`src/rtl/lcd_reader.sv`:
```
// HD44780-compatible LCD read engine, 8-bit bus mode.
// Runs single RW=1 read cycles of the busy flag/address counter (RS=0) or of
// data RAM (RS=1). Busy-poll mode repeats BF/AC reads until BF clears or the
// poll limit is reached. The FPGA never drives the LCD data bus from here.
module lcd_reader #(
  parameter int T_SETUP   = 2,
  parameter int T_EH      = 12,
  parameter int T_HOLD    = 2,
  parameter int T_GAP     = 13,
  parameter int MAX_POLLS = 255
) (
  input  logic       clk,
  input  logic       rst_n,
  input  logic       rd_req,
  input  logic       rd_rs,
  input  logic       rd_poll,
  output logic       rd_ready,
  output logic [7:0] rd_data,
  output logic       rd_valid,
  output logic       rd_timeout,
  input  logic [7:0] lcd_db_in,
  output logic       lcd_db_oe,
  output logic       lcd_rs,
  output logic       lcd_rw,
  output logic       lcd_e
);

  function automatic int max_of(input int a, input int b);
    return (a > b) ? a : b;
  endfunction

  // One shared phase counter, wide enough for the longest phase.
  localparam int CNT_MAX = max_of(max_of(T_SETUP, T_EH), max_of(T_HOLD, T_GAP));
  localparam int CNT_W   = $clog2(CNT_MAX + 1);

  localparam logic [CNT_W-1:0] SETUP_LD = CNT_W'(T_SETUP - 1);
  localparam logic [CNT_W-1:0] EH_LD    = CNT_W'(T_EH - 1);
  localparam logic [CNT_W-1:0] HOLD_LD  = CNT_W'(T_HOLD - 1);
  localparam logic [CNT_W-1:0] GAP_LD   = CNT_W'(T_GAP - 1);
  localparam logic [7:0]       POLL_LIM = 8'(MAX_POLLS);

  typedef enum logic [2:0] {
    IDLE,
    SETUP,
    E_HIGH,
    HOLD,
    GAP,
    DONE
  } state_t;

  state_t           state;
  logic [CNT_W-1:0] cnt;
  logic [7:0]       poll_cnt;
  logic             poll_q;
  logic [7:0]       sample;

  // The reader never drives the shared bus; RW=1 means the LCD owns it.
  assign lcd_db_oe = 1'b0;

  // Sample register holds bus data only, so it carries no reset.
  always_ff @(posedge clk) begin
    if (state == E_HIGH && cnt == '0) sample <= lcd_db_in;
  end

  // Read-cycle sequencer; every output is registered and set on state entry.
  always_ff @(posedge clk) begin
    if (!rst_n) begin
      state      <= IDLE;
      cnt        <= '0;
      poll_cnt   <= '0;
      poll_q     <= 1'b0;
      rd_ready   <= 1'b1;
      rd_data    <= 8'h00;
      rd_valid   <= 1'b0;
      rd_timeout <= 1'b0;
      lcd_rs     <= 1'b0;
      lcd_rw     <= 1'b0;
      lcd_e      <= 1'b0;
    end else begin
      rd_valid   <= 1'b0;
      rd_timeout <= 1'b0;
      case (state)
        IDLE: begin
          if (rd_req) begin
            // Polling only makes sense for the busy flag, so RS=1 disables it.
            poll_q   <= rd_poll & ~rd_rs;
            poll_cnt <= '0;
            lcd_rs   <= rd_rs;
            lcd_rw   <= 1'b1;
            rd_ready <= 1'b0;
            cnt      <= SETUP_LD;
            state    <= SETUP;
          end
        end
        SETUP: begin
          if (cnt == '0) begin
            lcd_e <= 1'b1;
            cnt   <= EH_LD;
            state <= E_HIGH;
          end else begin
            cnt <= cnt - 1'b1;
          end
        end
        E_HIGH: begin
          if (cnt == '0) begin
            poll_cnt <= poll_cnt + 8'd1;
            lcd_e    <= 1'b0;
            cnt      <= HOLD_LD;
            state    <= HOLD;
          end else begin
            cnt <= cnt - 1'b1;
          end
        end
        HOLD: begin
          if (cnt == '0) begin
            if (poll_q && sample[7] && (poll_cnt < POLL_LIM)) begin
              cnt   <= GAP_LD;
              state <= GAP;
            end else begin
              rd_data    <= sample;
              rd_valid   <= 1'b1;
              rd_timeout <= poll_q & sample[7];
              lcd_rw     <= 1'b0;
              lcd_rs     <= 1'b0;
              state      <= DONE;
            end
          end else begin
            cnt <= cnt - 1'b1;
          end
        end
        GAP: begin
          if (cnt == '0) begin
            cnt   <= SETUP_LD;
            state <= SETUP;
          end else begin
            cnt <= cnt - 1'b1;
          end
        end
        DONE: begin
          rd_ready <= 1'b1;
          state    <= IDLE;
        end
        default: begin
          rd_ready <= 1'b1;
          lcd_e    <= 1'b0;
          lcd_rw   <= 1'b0;
          lcd_rs   <= 1'b0;
          state    <= IDLE;
        end
      endcase
    end
  end

endmodule

```
`config.mk`:
```
export PLATFORM = sky130hd
export DESIGN_NAME = lcd_reader
export DESIGN_NICKNAME = d
export VERILOG_FILES = /design/src/rtl/lcd_reader.sv
export SDC_FILE = /design/constraint.sdc
export NUM_CORES = 1
export LEC_CHECK = 0
export BUFFER_PORTS_ARGS = -buffer_cell sky130_fd_sc_hd__buf_2
export CAP_MARGIN = 10
export CORE_MARGIN = 10
export CORE_UTILIZATION = 45
export CTS_BUF_LIST = sky130_fd_sc_hd__clkbuf_4
export CTS_CLUSTER_DIAMETER = 150
export DETAILED_ROUTE_END_ITERATION = 10
export HOLD_SLACK_MARGIN = 0.1
export PLACE_DENSITY = 0.66
export SYNTH_ARGS = -nofsm -noshare
export SYNTH_HDL_FRONTEND = slang
export SYNTH_SLANG_ARGS = --single-unit
```
`constraint.sdc`:
```
create_clock -name clk -period 1.8 [get_ports clk]
set_input_delay 0.09 -clock clk [delete_from_list [all_inputs] [get_ports clk]]
set_output_delay 0.09 -clock clk [all_outputs]
set_load 0.02 [all_outputs]
```
==> summary.md <==
| Metric | Value |
|---|---|
| Leakage | `between 0.8 and 0.9 nW` |
| GR Overflow Total | `0` |
| Run status | `completed` |
| Count of input and output buffers | `26` |
| Synthesized Nets | `206` |
| Routability congestion estimate from global placement | `0.941` |
| Maximum operating frequency | `598 MHz` |
| Number of storage elements in the synthesis netlist | `38` |
| Yosys warns | `0` |
| Maximum root-to-sink buffer count | `2` |
| Num CTS Buffers | `5` |
| Worst Path Required | `between 2 and 2.5 ns` |
| Pin count of the biggest net entering global routing | `15` |
| Wire length of the first global-routing pass | `roughly 7.4 mm` |
| DRC violation count after routing | `0` |
| Fill cell total of the finished layout | `326` |
| Routed wire length | `4.43 mm` |
| Clock latency on the worst-skew pair | `0.34 ns` |
| # H-tree levels | `2` |
| Average cell area after synthesis | `between 9 and 10 µm²` |
| Die outline width | `~82 µm` |
| Number of diodes added for antenna fixing | `0` |
| Core region area | `3690 µm²` |
| FF-to-FF setup slack | `between 0.1 and 0.15 ns` |
| Detail Route Antenna Nets | `0` |
| Post-layout net count | `approximately 250` |
| Final critical delay including setup and external delays | `1.67 ns` |
| Crit-path max cell delay | `0.52 ns` |
| TritonCTS clock tree | `yes` |
| Iter 0 DRT Violations | `roughly 220` |
| Total setup violations reported at the end of the flow | `0` |
| Setup TNS after final layout | `0 ns` |
| Ratio of final minimum period to clock period | `approximately 93%` |
| Total count of hold-check failures in the final report | `0` |
| Area of the die | `6740 µm²` |
| Inst Count DP | `269` |
| Total design power | `3.05 mW` |
| Min Hold Slack | `0.217 ns` |
| Max-cap violations | `0` |
| Post-route non-filler standard cell count | `289` |
| Cell-by-cell listing of the critical path | `nor4b_2, a31oi_2, or4_1, a21oi_1` |
| Per-cell via count in the routed design | `between 5 and 6` |
| Clock sink total | `38` |
| Layout cells sized above 1 | `a little under a quarter` |
| IO Count | `28` |
| CP Capture Type | `flip-flop` |
| FP Rows | `22` |
| Slew Limit Fails | `0` |
| Chip Height | `82.1 µm` |
| Number of library cell types mapped by synthesis | `44` |
| Synthesized area | `1740 µm²` |
| Number of synthesized flops with an enable pin | `8` |
| Worst Hold Class | `primary input to flip-flop` |
| Power density cells | `1390 nW/µm²` |
| Clock Skews | `0.0107 ns` |
| Antenna violations before repair | `0` |
| Reg clk slew, reported paths | `0.12 ns` |
| Layout-stage area growth over the synthesis result | `26.9%` |
| First-pass iteration count of the detailed router | `4` |
| Effective utilization at floorplan | `47.0%` |
| Global router's overall resource usage | `around 14%` |
| Cell at the root of the clock tree | `sky130_fd_sc_hd__clkbuf_4` |
| RSZ-0062 raised after global routing | `no` |
| Async S/R FF share, synth | `0%` |
| Crit path kind | `flip-flop to flip-flop` |
| Via count of the first global-routing pass | `between 1500 and 2000` |
| Sequential cell area fraction in the yosys report | `between 40% and 50%` |
| Wire per inst | `15.3 µm` |
| CP Max Fanout | `14` |
| CP arrival | `1.95 ns` |
| Category of the worst setup path launch point | `flip-flop` |
| Half-perimeter wire length after detailed placement | `between 3 and 4 mm` |
| Routed vias | `1601` |
| Number of instances in the synthesized netlist | `between 150 and 200` |
| Worst IR Drop VDD | `0.678 mV` |
| Synth Flop Type | `sky130_fd_sc_hd__dfxtp_1` |
| Crit path max-delay cell type | `sky130_fd_sc_hd__or4_1` |
## cells in the final DEF (no fill, tap or decap), types with 2 or more instances in the layout
| cell | Yosys | layout |
|---|---|---|
| sky130_fd_sc_hd__or3_1 | 4 | 4 |
| sky130_fd_sc_hd__nand2_1 | 10 | 10 |
| sky130_fd_sc_hd__buf_4 | 1 | 16 |
| sky130_fd_sc_hd__o211ai_1 | 2 | 2 |
| sky130_fd_sc_hd__o21ai_0 | 18 | 17 |
| sky130_fd_sc_hd__nor3_1 | 6 | 6 |
| sky130_fd_sc_hd__buf_2 | 3 | 26 |
| sky130_fd_sc_hd__dlygate4sd3_1 | 0 | 11 |
| sky130_fd_sc_hd__o31ai_1 | 2 | 2 |
| sky130_fd_sc_hd__nand3b_1 | 3 | 3 |
| sky130_fd_sc_hd__dfxtp_1 | 30 | 30 |
| sky130_fd_sc_hd__nand4_1 | 2 | 2 |
| sky130_fd_sc_hd__and3_1 | 3 | 3 |
| sky130_fd_sc_hd__a21oi_1 | 23 | 23 |
| sky130_fd_sc_hd__nand3_1 | 16 | 16 |
| sky130_fd_sc_hd__nand2b_1 | 5 | 5 |
| sky130_fd_sc_hd__or4_1 | 3 | 3 |
| sky130_fd_sc_hd__o22ai_1 | 2 | 2 |
| sky130_fd_sc_hd__xor2_1 | 2 | 2 |
| sky130_fd_sc_hd__inv_1 | 3 | 3 |
| sky130_fd_sc_hd__a22oi_1 | 2 | 2 |
| sky130_fd_sc_hd__nor2_1 | 9 | 9 |
| sky130_fd_sc_hd__nor2b_1 | 3 | 3 |
| sky130_fd_sc_hd__and2_1 | 3 | 3 |
| sky130_fd_sc_hd__or2_2 | 2 | 2 |
| sky130_fd_sc_hd__edfxtp_1 | 8 | 8 |
| sky130_fd_sc_hd__clkbuf_4 | 0 | 6 |
| sky130_fd_sc_hd__mux2i_1 | 2 | 2 |
## final cells by class
cell class | instances | area (µm²) | share of cell area (%)
sequential | 38 | 841 | 38.2
multi-input combinational | 138 | 827 | 37.6
timing repair buffer | 54 | 380 | 17.3
tap | 48 | 60.1 | 2.73
clock buffer | 6 | 45.0 | 2.05
clock inverter | 2 | 37.5 | 1.70
inverter | 3 | 11.3 | 0.511
## synth_stat cells, types with 2 or more instances
cell	n	share of area, %
sky130_fd_sc_hd__dfxtp_1	30	35
sky130_fd_sc_hd__a21oi_1	23	6.6
sky130_fd_sc_hd__o21ai_0	18	5.2
sky130_fd_sc_hd__nand3_1	16	4.6
sky130_fd_sc_hd__nand2_1	10	2.2
sky130_fd_sc_hd__nor2_1	9	1.9
sky130_fd_sc_hd__clkbuf_1	8	1.7
sky130_fd_sc_hd__edfxtp_1	8	14
sky130_fd_sc_hd__nor3_1	6	1.7
sky130_fd_sc_hd__nand2b_1	5	1.8
sky130_fd_sc_hd__or3_1	4	1.4
sky130_fd_sc_hd__and2_1	3	1.1
sky130_fd_sc_hd__and3_1	3	1.1
sky130_fd_sc_hd__buf_2	3	0.86
sky130_fd_sc_hd__inv_1	3	0.65
sky130_fd_sc_hd__nand3b_1	3	1.3
sky130_fd_sc_hd__nor2b_1	3	1.1
sky130_fd_sc_hd__or4_1	3	1.3
sky130_fd_sc_hd__a22oi_1	2	0.86
sky130_fd_sc_hd__mux2i_1	2	1.2
sky130_fd_sc_hd__nand4_1	2	0.72
sky130_fd_sc_hd__o211ai_1	2	0.86
sky130_fd_sc_hd__o22ai_1	2	0.72
sky130_fd_sc_hd__o31ai_1	2	0.86
sky130_fd_sc_hd__or2_2	2	0.72
sky130_fd_sc_hd__xor2_1	2	1.0
## worst paths after layout
kind,start,end,cells after the start
max,state[2],poll_cnt[7],4
min,rd_req,cnt[3],4
max reg2reg,state[2],poll_cnt[7],4
min reg2reg,rd_data[1],rd_data[1],2
## what timing repair did
| action | CTS | global route |
|---|---|---|
| setup buffers | 0 | 1 |
| resized for setup | 0 | 1 |
| endpoints found under the hold margin | 13 | 0 |
| hold buffers | 11 | 0 |
| setup endpoints to repair | 0 | 1 |
## stage by stage
| stage | worst slack (ns) | util, % | instance area, µm² |
|---|---|---|---|
| floorplan | 0.169 | - | 1740 |
| detailed placement | 0.152 | 54.3 | 2000 |
| global route | 0.0154 | 59.7 | 2200 |
| finish | 0.128 | 59.7 | 2200 |
| CTS | 0.121 | 59.5 | 2190 |
| global placement | 0.196 | 54.3 | 2000 |
## layer usage
layer / up-vias / track usage, % / wire length [µm]
met4: 0 / 3.91 / 13
met3: 2 / 5.72 / 387
met1: 746 / 17.2 / 2010
met5: - / 0 / 0
li1: 802 / - / -
met2: 51 / 21.5 / 2010
## logic make-up after synthesis
group / synth area share [%]
AOI/OAI and AO/OA: 20.0
and+or+nand+nor: 24.0
adders and majority gates: 1.30
DFF: 48.5
buffers and inverters: 3.89
other: 0.216
muxes: 1.15
xor gates and xnor gates: 1.01
## power by group
group	internal [mW]	total [mW]	switching, mW
clock	0.308	0.600	0.292
combinational	0.603	1.28	0.676
sequential	1.02	1.17	0.152
total	1.93	3.05	1.12
## critical path, delay by kind of cell, from the launching register on
family | cells | cell delay, ns
DFF | 1 | 0.47
AOI/OAI and AO/OA | 2 | 0.26
and+or+nand+nor | 2 | 0.90
## flip-flops by register name, summed over array words and instances, names as in the netlist
| register | flops |
|---|---|
| rd_data | 8 |
| rd_timeout | 1 |
| poll_cnt | 8 |
| lcd_rw | 1 |
| rd_ready | 1 |
| state | 3 |
| poll_q | 1 |
| cnt | 4 |
| lcd_e | 1 |
| rd_valid | 1 |
| sample | 8 |
| lcd_rs | 1 |
No activity file was read; power rests on OpenSTA's default activity.
